==> src/rtl/scurve_pkg.sv <==
// Shared widths, state encoding and step helper for the S-curve sweep controller.
// Pure declarations: no latency, no flow control.
package scurve_pkg;

   localparam int DAC_W = 10;
   localparam int CHN_W = 6;
   localparam logic [CHN_W-1:0] CHN_MAX = 6'd63;

   typedef enum logic [2:0] {
      IDLE,
      CFG_REQ,
      CFG_WAIT,
      HEADER,
      RUN,
      RUN_WAIT,
      NEXT,
      DONE
   } state_e;

   // A zero increment would never terminate a sweep, so it runs as a unit step.
   function automatic logic [DAC_W-1:0] eff_step(input logic [DAC_W-1:0] step);
      return (step == '0) ? DAC_W'(1) : step;
   endfunction

endpackage

==> src/rtl/scurve_test_control_if.sv <==
// Sweep controller handshake bundle: launch/abort controls, slow-control loader, channel counter, header FIFO.
// master = sweep controller, slave = its environment (loader, counter block, FIFO, host).
interface scurve_test_control_if;
   import scurve_pkg::*;

   logic                   Test_Start;
   logic                   Test_Stop;
   logic [DAC_W-1:0]       Start_Dac;
   logic [DAC_W-1:0]       End_Dac;
   logic [DAC_W-1:0]       Dac_Step;
   logic                   Single_Channel_Mode;
   logic [CHN_W-1:0]       Single_Channel;
   logic                   Config_Req;
   logic [DAC_W-1:0]       Config_Dac;
   logic [CHN_W-1:0]       Config_Channel;
   logic                   Config_Done;
   logic                   SCurve_Test_Start;
   logic                   One_Channel_Done;
   logic                   Fifo_Full;
   logic [CHN_W+DAC_W-1:0] Ctrl_Data;
   logic                   Ctrl_Data_wr_en;
   logic                   Test_Busy;
   logic                   Test_Done;

   modport master (
      input  Test_Start, Test_Stop, Start_Dac, End_Dac, Dac_Step,
      input  Single_Channel_Mode, Single_Channel,
      input  Config_Done, One_Channel_Done, Fifo_Full,
      output Config_Req, Config_Dac, Config_Channel, SCurve_Test_Start,
      output Ctrl_Data, Ctrl_Data_wr_en, Test_Busy, Test_Done
   );

   modport slave (
      output Test_Start, Test_Stop, Start_Dac, End_Dac, Dac_Step,
      output Single_Channel_Mode, Single_Channel,
      output Config_Done, One_Channel_Done, Fifo_Full,
      input  Config_Req, Config_Dac, Config_Channel, SCurve_Test_Start,
      input  Ctrl_Data, Ctrl_Data_wr_en, Test_Busy, Test_Done
   );

endinterface

==> src/rtl/scurve_step_gen.sv <==
// Latches sweep bounds on load and walks dac (inner) then channel (outer) on each advance; one-cycle update.
// No backpressure: last_step is combinational so the controller can stop before advancing past the end.
module scurve_step_gen
   import scurve_pkg::*;
(
   input  logic             clk,
   input  logic             reset,
   input  logic             load,
   input  logic             advance,
   input  logic [DAC_W-1:0] start_dac,
   input  logic [DAC_W-1:0] end_dac,
   input  logic [DAC_W-1:0] dac_step,
   input  logic             single_mode,
   input  logic [CHN_W-1:0] single_channel,
   output logic [DAC_W-1:0] dac,
   output logic [CHN_W-1:0] channel,
   output logic             last_step
);

   logic [DAC_W-1:0] start_q, start_d, end_q, end_d, step_q, step_d, dac_q, dac_d;
   logic [CHN_W-1:0] chan_q, chan_d;
   logic             single_q, single_d;
   logic [DAC_W:0]   sum;
   logic             dac_wrap;

   // One extra bit keeps End_Dac near full scale from wrapping back into range.
   assign sum       = {1'b0, dac_q} + {1'b0, step_q};
   assign dac_wrap  = sum > {1'b0, end_q};
   assign last_step = dac_wrap && (single_q || chan_q == CHN_MAX);
   assign dac       = dac_q;
   assign channel   = chan_q;

   always_comb begin
      start_d  = start_q;
      end_d    = end_q;
      step_d   = step_q;
      single_d = single_q;
      dac_d    = dac_q;
      chan_d   = chan_q;
      if (load) begin
         start_d  = start_dac;
         end_d    = end_dac;
         step_d   = eff_step(dac_step);
         single_d = single_mode;
         dac_d    = start_dac;
         chan_d   = single_mode ? single_channel : '0;
      end else if (advance) begin
         if (dac_wrap) begin
            dac_d  = start_q;
            chan_d = chan_q + CHN_W'(1);
         end else begin
            dac_d  = sum[DAC_W-1:0];
         end
      end
   end

   always_ff @(posedge clk) begin
      if (reset) begin
         start_q  <= '0;
         end_q    <= '0;
         step_q   <= '0;
         single_q <= 1'b0;
         dac_q    <= '0;
         chan_q   <= '0;
      end else begin
         start_q  <= start_d;
         end_q    <= end_d;
         step_q   <= step_d;
         single_q <= single_d;
         dac_q    <= dac_d;
         chan_q   <= chan_d;
      end
   end

endmodule

==> src/rtl/scurve_test_control.sv <==
// S-curve sweep controller: per step loads config, optionally writes a FIFO header, runs one channel test.
// SCURVE_HEADER_EN enables the header write (stalls on Fifo_Full); all outputs registered, one cycle after state.
module scurve_test_control
   import scurve_pkg::*;
(
   input logic                   Clk,
   input logic                   reset,
   scurve_test_control_if.master bus
);

`ifdef SCURVE_HEADER_EN
   localparam state_e AFTER_CFG = HEADER;
`else
   localparam state_e AFTER_CFG = RUN;
`endif

   state_e           state_q, state_d;
   logic             start_prev_q, start_prev_d;
   logic             config_req_q, config_req_d;
   logic             scurve_start_q, scurve_start_d;
   logic             wr_en_q, wr_en_d;
   logic             busy_q, busy_d;
   logic             done_q, done_d;
   logic             launch, load, advance, last_step;
   logic [DAC_W-1:0] dac;
   logic [CHN_W-1:0] channel;

   scurve_step_gen u_step_gen (
      .clk            (Clk),
      .reset          (reset),
      .load           (load),
      .advance        (advance),
      .start_dac      (bus.Start_Dac),
      .end_dac        (bus.End_Dac),
      .dac_step       (bus.Dac_Step),
      .single_mode    (bus.Single_Channel_Mode),
      .single_channel (bus.Single_Channel),
      .dac            (dac),
      .channel        (channel),
      .last_step      (last_step)
   );

   // busy_q stays high through the Test_Done cycle, so an edge landing there is ignored.
   assign launch = bus.Test_Start && !start_prev_q && !busy_q;

   always_comb begin
      state_d        = state_q;
      start_prev_d   = bus.Test_Start;
      config_req_d   = 1'b0;
      scurve_start_d = 1'b0;
      wr_en_d        = 1'b0;
      done_d         = 1'b0;
      load           = 1'b0;
      advance        = 1'b0;
      case (state_q)
         IDLE: begin
            if (launch) begin
               load    = 1'b1;
               state_d = (bus.Start_Dac > bus.End_Dac) ? DONE : CFG_REQ;
            end
         end
         CFG_REQ: begin
            config_req_d = 1'b1;
            state_d      = CFG_WAIT;
         end
         CFG_WAIT: begin
            if (bus.Config_Done) state_d = AFTER_CFG;
            else                 config_req_d = 1'b1;
         end
         HEADER: begin
`ifdef SCURVE_HEADER_EN
            if (!bus.Fifo_Full) begin
               wr_en_d = 1'b1;
               state_d = RUN;
            end
`else
            state_d = RUN;
`endif
         end
         RUN: begin
            scurve_start_d = 1'b1;
            state_d        = RUN_WAIT;
         end
         RUN_WAIT: begin
            if (bus.One_Channel_Done) state_d = NEXT;
            else                      scurve_start_d = 1'b1;
         end
         NEXT: begin
            if (bus.Test_Stop || last_step) begin
               state_d = DONE;
            end else begin
               advance = 1'b1;
               state_d = CFG_REQ;
            end
         end
         DONE: begin
            done_d  = 1'b1;
            state_d = IDLE;
         end
         default: state_d = IDLE;
      endcase
      busy_d = (state_d != IDLE) || (state_q == DONE);
   end

   always_ff @(posedge Clk) begin
      if (reset) begin
         state_q        <= IDLE;
         start_prev_q   <= 1'b0;
         config_req_q   <= 1'b0;
         scurve_start_q <= 1'b0;
         wr_en_q        <= 1'b0;
         busy_q         <= 1'b0;
         done_q         <= 1'b0;
      end else begin
         state_q        <= state_d;
         start_prev_q   <= start_prev_d;
         config_req_q   <= config_req_d;
         scurve_start_q <= scurve_start_d;
         wr_en_q        <= wr_en_d;
         busy_q         <= busy_d;
         done_q         <= done_d;
      end
   end

   assign bus.Config_Req        = config_req_q;
   assign bus.Config_Dac        = dac;
   assign bus.Config_Channel    = channel;
   assign bus.SCurve_Test_Start = scurve_start_q;
   assign bus.Ctrl_Data_wr_en   = wr_en_q;
   assign bus.Test_Busy         = busy_q;
   assign bus.Test_Done         = done_q;
`ifdef SCURVE_HEADER_EN
   assign bus.Ctrl_Data         = {channel, dac};
`else
   assign bus.Ctrl_Data         = '0;
`endif

endmodule

==> src/flat_wrapper.sv <==
// flat-port wrapper written by rule: the top's interface ports become plain ports
module scurve_test_control_flat import scurve_pkg::*;
  (Clk, reset, bus_Test_Start, bus_Test_Stop, bus_Start_Dac, bus_End_Dac, bus_Dac_Step, bus_Single_Channel_Mode, bus_Single_Channel, bus_Config_Done, bus_One_Channel_Done, bus_Fifo_Full, bus_Config_Req, bus_Config_Dac, bus_Config_Channel, bus_SCurve_Test_Start, bus_Ctrl_Data, bus_Ctrl_Data_wr_en, bus_Test_Busy, bus_Test_Done);
  scurve_test_control_if bus_i ();
  input logic Clk;
  input logic reset;
  input wire logic [$bits(bus_i.Test_Start)-1:0] bus_Test_Start;
  input wire logic [$bits(bus_i.Test_Stop)-1:0] bus_Test_Stop;
  input wire logic [$bits(bus_i.Start_Dac)-1:0] bus_Start_Dac;
  input wire logic [$bits(bus_i.End_Dac)-1:0] bus_End_Dac;
  input wire logic [$bits(bus_i.Dac_Step)-1:0] bus_Dac_Step;
  input wire logic [$bits(bus_i.Single_Channel_Mode)-1:0] bus_Single_Channel_Mode;
  input wire logic [$bits(bus_i.Single_Channel)-1:0] bus_Single_Channel;
  input wire logic [$bits(bus_i.Config_Done)-1:0] bus_Config_Done;
  input wire logic [$bits(bus_i.One_Channel_Done)-1:0] bus_One_Channel_Done;
  input wire logic [$bits(bus_i.Fifo_Full)-1:0] bus_Fifo_Full;
  output wire logic [$bits(bus_i.Config_Req)-1:0] bus_Config_Req;
  output wire logic [$bits(bus_i.Config_Dac)-1:0] bus_Config_Dac;
  output wire logic [$bits(bus_i.Config_Channel)-1:0] bus_Config_Channel;
  output wire logic [$bits(bus_i.SCurve_Test_Start)-1:0] bus_SCurve_Test_Start;
  output wire logic [$bits(bus_i.Ctrl_Data)-1:0] bus_Ctrl_Data;
  output wire logic [$bits(bus_i.Ctrl_Data_wr_en)-1:0] bus_Ctrl_Data_wr_en;
  output wire logic [$bits(bus_i.Test_Busy)-1:0] bus_Test_Busy;
  output wire logic [$bits(bus_i.Test_Done)-1:0] bus_Test_Done;
  assign bus_i.Test_Start = bus_Test_Start;
  assign bus_i.Test_Stop = bus_Test_Stop;
  assign bus_i.Start_Dac = bus_Start_Dac;
  assign bus_i.End_Dac = bus_End_Dac;
  assign bus_i.Dac_Step = bus_Dac_Step;
  assign bus_i.Single_Channel_Mode = bus_Single_Channel_Mode;
  assign bus_i.Single_Channel = bus_Single_Channel;
  assign bus_i.Config_Done = bus_Config_Done;
  assign bus_i.One_Channel_Done = bus_One_Channel_Done;
  assign bus_i.Fifo_Full = bus_Fifo_Full;
  assign bus_Config_Req = bus_i.Config_Req;
  assign bus_Config_Dac = bus_i.Config_Dac;
  assign bus_Config_Channel = bus_i.Config_Channel;
  assign bus_SCurve_Test_Start = bus_i.SCurve_Test_Start;
  assign bus_Ctrl_Data = bus_i.Ctrl_Data;
  assign bus_Ctrl_Data_wr_en = bus_i.Ctrl_Data_wr_en;
  assign bus_Test_Busy = bus_i.Test_Busy;
  assign bus_Test_Done = bus_i.Test_Done;
  scurve_test_control u_core (.Clk(Clk), .reset(reset), .bus(bus_i));
endmodule
==> config.mk <==
export PLATFORM = sky130hd
export DESIGN_NAME = scurve_test_control_flat
export DESIGN_NICKNAME = d
export VERILOG_FILES = /design/src/rtl/scurve_pkg.sv /design/src/rtl/scurve_test_control_if.sv /design/src/rtl/scurve_step_gen.sv /design/src/rtl/scurve_test_control.sv /design/src/flat_wrapper.sv
export SDC_FILE = /design/constraint.sdc
export NUM_CORES = 1
export LEC_CHECK = 0
export CORE_MARGIN = 2
export CORE_UTILIZATION = 48
export DETAILED_ROUTE_END_ITERATION = 10
export PLACE_DENSITY = 0.8
export SYNTH_ARGS = -nofsm -noshare
export SYNTH_HDL_FRONTEND = slang
export SYNTH_HIERARCHICAL = 1
export SYNTH_SLANG_ARGS = --single-unit
==> constraint.sdc <==
create_clock -name Clk -period 9.7 [get_ports Clk]
set_input_delay 2.425 -clock Clk [delete_from_list [all_inputs] [get_ports Clk]]
set_output_delay 2.425 -clock Clk [all_outputs]
set_load 0.01 [all_outputs]
Word-level counts from Yosys, hierarchy flattened. Index checks and enable logic that the tools add are counted.

Register bits: 55. Logic and storage cells: 61. Input port bits: 44. Output and inout port bits: 37.

Reductions and logical operators: 14. Add/sub/neg operators: 2. Multiplexer cells: 23. $lt $le $gt $ge: 2. Equality and inequality tests: 8.

Operator list (count): two-way mux 10 bit (4); two-way mux 6 bit (4); case mux 3 bit (8 select lines) (1); two-way mux 3 bit (5); == test 3 bit (second input constant) (4); adder 10 x 10 -> 11 bit (1); greater-than comparator 11 x 10 -> 1 bit (1); greater-than comparator 10 bit (1); zero test 10 bit (1); two-way mux 1 bit (7); adder 6 x 1 -> 6 bit (second input constant) (1); == test 3 x 2 -> 1 bit (second input constant) (2); == test 6 bit (second input constant) (1); case mux 1 bit (2 select lines) (2); nonzero test 2 bit (2); == test 3 x 1 -> 1 bit (second input constant) (1); logical AND 1 bit (3); zero test 3 bit (1); logical OR 1 bit (3); nonzero test 3 bit (1); zero test 1 bit (2); AND reduction 2 bit (1).

Logic depth before layout (Yosys ltp).
Depth after elaboration: 8. Mapped depth: 18. Mapped depth without buffers: 17.

Modules after synthesis. Netlist, hierarchy kept.

By module, submodules not included: scurve_step_gen (sequential area each 940.9 µm², area each 2646.3 µm², cells each 284, times used 1); scurve_test_control (sequential area each 160.2 µm², area each 765.7 µm², cells each 96, times used 1).

Least setup slack after synthesis. Ideal clock, no wire load.

Path kind: register to register. Start: register u_core.u_step_gen.dac_q[0] (netlist: u_core/u_step_gen/dac[0]). End: register u_core.u_step_gen.chan_q[5] (netlist: u_core/u_step_gen/channel[5]). Path buffers: 1. Stages on the path, launching flop included: 19. Slack: 5.578 ns. Arrival: 4.060 ns. Setup time: 0.062 ns. Clock period less this slack: 4.122 ns. Data required time: 9.638 ns. Cell sequence: dfxtp_1 -> ha_1 -> inv_1 -> fa_1 -> nand2b_1 -> a21oi_2 -> nor2_1 -> xnor2_1 -> ha_1 -> a21oi_1 -> o22ai_1 -> a2111oi_2 -> a21boi_2 -> o22a_1 -> nor4_1 -> clkbuf_1 -> nand4_1 -> or4b_1 -> nand3_1.

Longest elaborated chain between the ends: 8. Elaborated cells on any way between the ends: 9. Classes of those cells: add/sub: 1; order compare: 1; mux: 2; reduce/logical: 5.

RTL lines: from (decl) (RTL line scurve_step_gen.sv:20) `logic [DAC_W-1:0] start_q, start_d, end_q, end_d, step_q, step_d, dac_q, dac_d;`; from (signal assigned) (RTL line scurve_step_gen.sv:63) `dac_q <= '0;`; from (signal assigned) (RTL line scurve_step_gen.sv:70) `dac_q <= dac_d;`; adder 10 x 10 -> 11 bit (RTL line scurve_step_gen.sv:27) `assign sum = {1'b0, dac_q} + {1'b0, step_q};`; greater-than comparator 11 x 10 -> 1 bit (RTL line scurve_step_gen.sv:28) `assign dac_wrap = sum > {1'b0, end_q};`; logical AND 1 bit (RTL line scurve_step_gen.sv:29) `assign last_step = dac_wrap && (single_q || chan_q == CHN_MAX);`; net u_core.last_step (RTL line scurve_test_control.sv:24) `logic launch, load, advance, last_step;`; logical OR 1 bit (RTL line scurve_test_control.sv:89) `if (bus.Test_Stop || last_step) begin`; two-way mux 1 bit (RTL line scurve_test_control.sv:89); two-way mux 1 bit (RTL line scurve_test_control.sv:55) `case (state_q)`; net u_core.advance (RTL line scurve_test_control.sv:24); nonzero test 2 bit (no line); AND reduction 2 bit (no line); to (signal assigned) (RTL line scurve_step_gen.sv:71) `chan_q <= chan_d;`; to (decl) (RTL line scurve_step_gen.sv:21) `logic [CHN_W-1:0] chan_q, chan_d;`.

The timed path passes the listed nets, and every way through them passes these cells. A chain may end at the register's enable or synchronous reset.

Worst setup path in the final report.
Start: register u_core.u_step_gen.dac_q[0] (netlist: u_core/u_step_gen/dac[0]). End: register u_core.u_step_gen.dac_q[7] (netlist: u_core/u_step_gen/dac[7]).

Longest elaborated chain between the ends: 7. Elaborated cells on any way between the ends: 10. Classes of those cells: add/sub: 1; order compare: 1; mux: 5; reduce/logical: 3.

RTL lines (RTL line): adder 10 x 10 -> 11 bit (scurve_step_gen.sv:27); greater-than comparator 11 x 10 -> 1 bit (scurve_step_gen.sv:28); logical AND 1 bit (scurve_step_gen.sv:29); net u_core.last_step (scurve_test_control.sv:24); logical OR 1 bit (scurve_test_control.sv:89); two-way mux 1 bit (scurve_test_control.sv:89); two-way mux 1 bit (scurve_test_control.sv:55); net u_core.advance (scurve_test_control.sv:24); nonzero test 2 bit (no line).

The timed path passes the listed nets, and every way through them passes these cells. The select of a mux whose other input is x is not followed.

==> impl_metrics.csv <==
group,metric,value,unit
place,globalplace.congestion,0.820,
cells_and_area,final-seq-area,1100,µm²
critical_path,endpoint_kind,"flip-flop",
route,num_vias,2817,
route,wl,7.53,mm
synthesis,syn_inst,380,
timing,drv_slew,0,
cts,post_cts_buffers,0,
synthesis,postSynth.asyncResetShare,0,%
critical_path,critPathKind,"reg2reg",
cts,cts_sinks,55,
route,first_pass_iters,4,
hold_path,hp-class,"reg2reg",
cells_and_area,multi_input_area,2050,µm²
global_routing,grt.overflow.total,0,
cts,clock_latency,0.31,ns
critical_path,max_stage_delay,0.60,ns
critical_path,critPathArrivalTime,4.72,ns
timing,whs,0.474,ns
synthesis,synth-main-ff-cell,"dfxtp_1",
hold_path,hold_start,"u_core/u_step_gen/single_q",
global_routing,track_usage,19.1,%
synthesis,seq_area_frac_synth,32.3,%
cells_and_area,post-route-util,60.3,%
cells_and_area,nNetsFinal,511,
global_routing,gr-usage-met3,2.89,%
hold_path,hold-path-cell-count,2,
floorplanning,die_height,88.3,µm
floorplanning,num_rows,30,
route,drt.antenna.violating_nets,0,
cells_and_area,n_antenna_cell,0,
critical_path,r2r-start,"u_core/u_step_gen/dac[0]",
timing,finalSetupTns,0,ns
timing,skew,0.00808,ns
global_routing,grt_pass1_wl,11.7,mm
cts,cts_tree,"yes",
cells_and_area,syn_to_final_growth,20.6,%
global_routing,busiest_layer,"met2",
synthesis,synthTopCellsByArea,"dfxtp_1 (32%), mux2i_1 (12%), ha_1 (11%), nor2_1 (5.7%), buf_4 (3.7%)",
route,wl_per_cell,14.1,µm
route,drc,0,
run_status,run_status,"finished, final reports clean",
pwr,power_density,201,nW/µm²
route,drtIter0Drc,151,
cts,cts.path.max_buffers,2,
critical_path,crit_chain,"ha_1 -> inv_1 -> fa_1 -> nand2b_1 -> a21oi_2 -> o41ai_4 -> xnor2_1 -> ha_1 -> and4_1 -> a32oi_1 -> a21boi_2 -> o22a_1 -> nor4_1 -> buf_4 -> nor2_1 -> a22oi_1 -> o22ai_1",
run,maxCapViolCount,0,
hold_path,hold_end,"u_core/u_step_gen/single_q",
global_routing,grt_max_degree,57,
floorplanning,core-area,6830,µm²
global_routing,antenna_found_initial,0,
synthesis,synth-edff-count,0,
place,io_buffers,62,
floorplanning,io_pins,81,
synthesis,synth-seq-cells,55,
global_routing,gr-usage-met1,22.8,%
critical_path,worst-path-max-fanout,10,
cells_and_area,drive_above_1_share,6.19,%
global_routing,grt_pass1_vias,2632,
floorplanning,dieArea,7800,µm²
timing,hold_viol_final,0,
cts,clk_pin_slew,0.11,ns
timing,tightestPinTransition,1.06,ns
cells_and_area,fill_cells,623,
pwr,power,0.827,mW
critical_path,r2r_end,"u_core/u_step_gen/dac[7]",
cts,cts-root-buf,"clkbuf_8",
critical_path,r2r_cells,17,
synthesis,ys_top_cells_by_count,"dfxtp_1 (55), nor2_1 (52), mux2i_1 (42), inv_1 (32), ha_1 (31)",
pwr,leakagePower,1.74,nW
floorplanning,initial_utilization,49.9,%
critical_path,ff2ff_setup_slack,5.21,ns
global_routing,use_met2,35.1,%
synthesis,synth_cell_types,53,
synthesis,syn_avg_cell_area,8.98,µm²
timing,max_slew_margin,29.4,%
synthesis,synth_top_area_share,32.3,%
synthesis,synth-warning-count,6,
critical_path,crit_top_cell,"ha_1",
route,vias_per_cell,5.30,
timing,fin_crit,4.49,ns
cts,htree_levels,2,
timing,finalSetupViolCount,0,
critical_path,crit_path_top_delay_cell,"nor2_1",
place,dp_cells,524,
critical_path,critPathRequiredTime,9.93,ns
cts,cts_resized,0,
synthesis,synth_top_area_cell,"dfxtp_1",
cells_and_area,final_cells,532,
pwr,ir_worst_vdd,0.105,mV
timing,max_freq,0.223,GHz
timing,rsz0062_at_grt,"no",
synthesis,post-synth-top-count-cell,"dfxtp_1",
critical_path,cp-start-kind,"flip-flop",
place,hpwl,5.63,mm
timing,finalCritPeriodShare,46.3,%
floorplanning,die_x,88.3,µm
cts,ctsHoldBuffers,0,
cts,cts-buffers-inserted,5,
synthesis,synth.cell_area,3410,µm²
## logic make-up (layout without fill, tap and decap cells)
kind of cell | count (synthesis) | after routing | synth area share [%]
AOI/OAI and AO/OA | 82 | 82 | 18.5
xor gates and xnor gates | 9 | 9 | 2.31
adders and majority gates | 32 | 32 | 12.0
buffers and inverters | 64 | 104 | 9.39
DFF | 55 | 55 | 32.3
muxes | 42 | 42 | 12.3
other | 1 | 17 | 0.110
and+or+nand+nor | 95 | 95 | 13.2
## critical path: cells and delay by family (launching register included)
| kind | cells | cell delay, ns |
|---|---|---|
| and+or+nand+nor | 4 | 1.02 |
| AOI/OAI and AO/OA | 7 | 1.61 |
| adders and majority gates | 3 | 0.87 |
| buffers and inverters | 2 | 0.24 |
| xor gates and xnor gates | 1 | 0.25 |
| DFF | 1 | 0.40 |
## sequential cells by signal (all words and copies together), names as in the netlist
signal,flops
u_core/bus.Config_Req,1
u_core/bus.Test_Done,1
u_core/u_step_gen/start_q,10
u_core/u_step_gen/step_q,10
u_core/u_step_gen/end_q,10
u_core/u_step_gen/channel,6
u_core/u_step_gen/dac,10
u_core/bus.Test_Busy,1
u_core/bus.SCurve_Test_Start,1
u_core/start_prev_q,1
u_core/state_q,3
u_core/u_step_gen/single_q,1
## final cells by class
cell class | instances | area share [%]
multi-input combinational | 277 | 49.8
sequential | 55 | 26.7
timing repair buffer | 64 | 15.3
inverter | 32 | 2.92
tap | 96 | 2.92
clock buffer | 5 | 1.67
clock inverter | 3 | 0.608
## worst max path at each step
stage	startpoint	to	slack, ns	cells after the start
3_3_place_gp	bus_Test_Start	u_core/u_step_gen/dac[5]	5.16	7
4_1_cts	u_core/u_step_gen/dac[0]	u_core/u_step_gen/channel[5]	5.22	18
3_5_place_dp	bus_Test_Start	u_core/u_step_gen/dac[7]	5.08	7
6_report	u_core/u_step_gen/dac[0]	u_core/u_step_gen/dac[7]	5.21	17
2_1_floorplan	u_core/u_step_gen/dac[0]	u_core/u_step_gen/channel[5]	5.58	18
5_1_grt	u_core/u_step_gen/dac[0]	u_core/u_step_gen/channel[5]	4.85	18
## per-stage QoR
stage                     worst slack [ns]  cell area, µm²
final                                 5.21            4120
after global routing                  4.85            4120
after global placement                5.16            4020
after floorplan                       5.58            3470
after detailed placement              5.08            4020
after CTS                             5.22            4120
## routing by layer
metal	vias up	part of all wire [%]
met5	-	0
met4	0	1.8
met3	14	4.6
met2	78	49
met1	1308	45
li1	1417	-
## layout by cell type, fill, tap and decap left out, drive strengths merged, types with 2 or more instances in the layout
cell type and instances:
inv 32, nor2b 3, nand4 5, o21ai 10
nor3 3, clkinv 2, mux2i 42, conb 17
a211oi 6, ha 31, a22oi 10, o21a 2
nor4 3, nand3 3, a21oi 18, clkbuf 5
o22ai 12, a31oi 5, xnor2 8, a21o 3
a2111oi 3, buf 3, nor2 53, nand2 14
nand2b 6, dfxtp 55, o211ai 3, clkdlybuf4s50 61
## power by group
part	total (mW)	internal [mW]	leakage, nW	switching (mW)
clock	0.130	0.0518	0.0443	0.0784
sequential	0.293	0.262	0.449	0.0312
combinational	0.404	0.185	1.25	0.219
No activity file was read; power rests on OpenSTA's default activity.
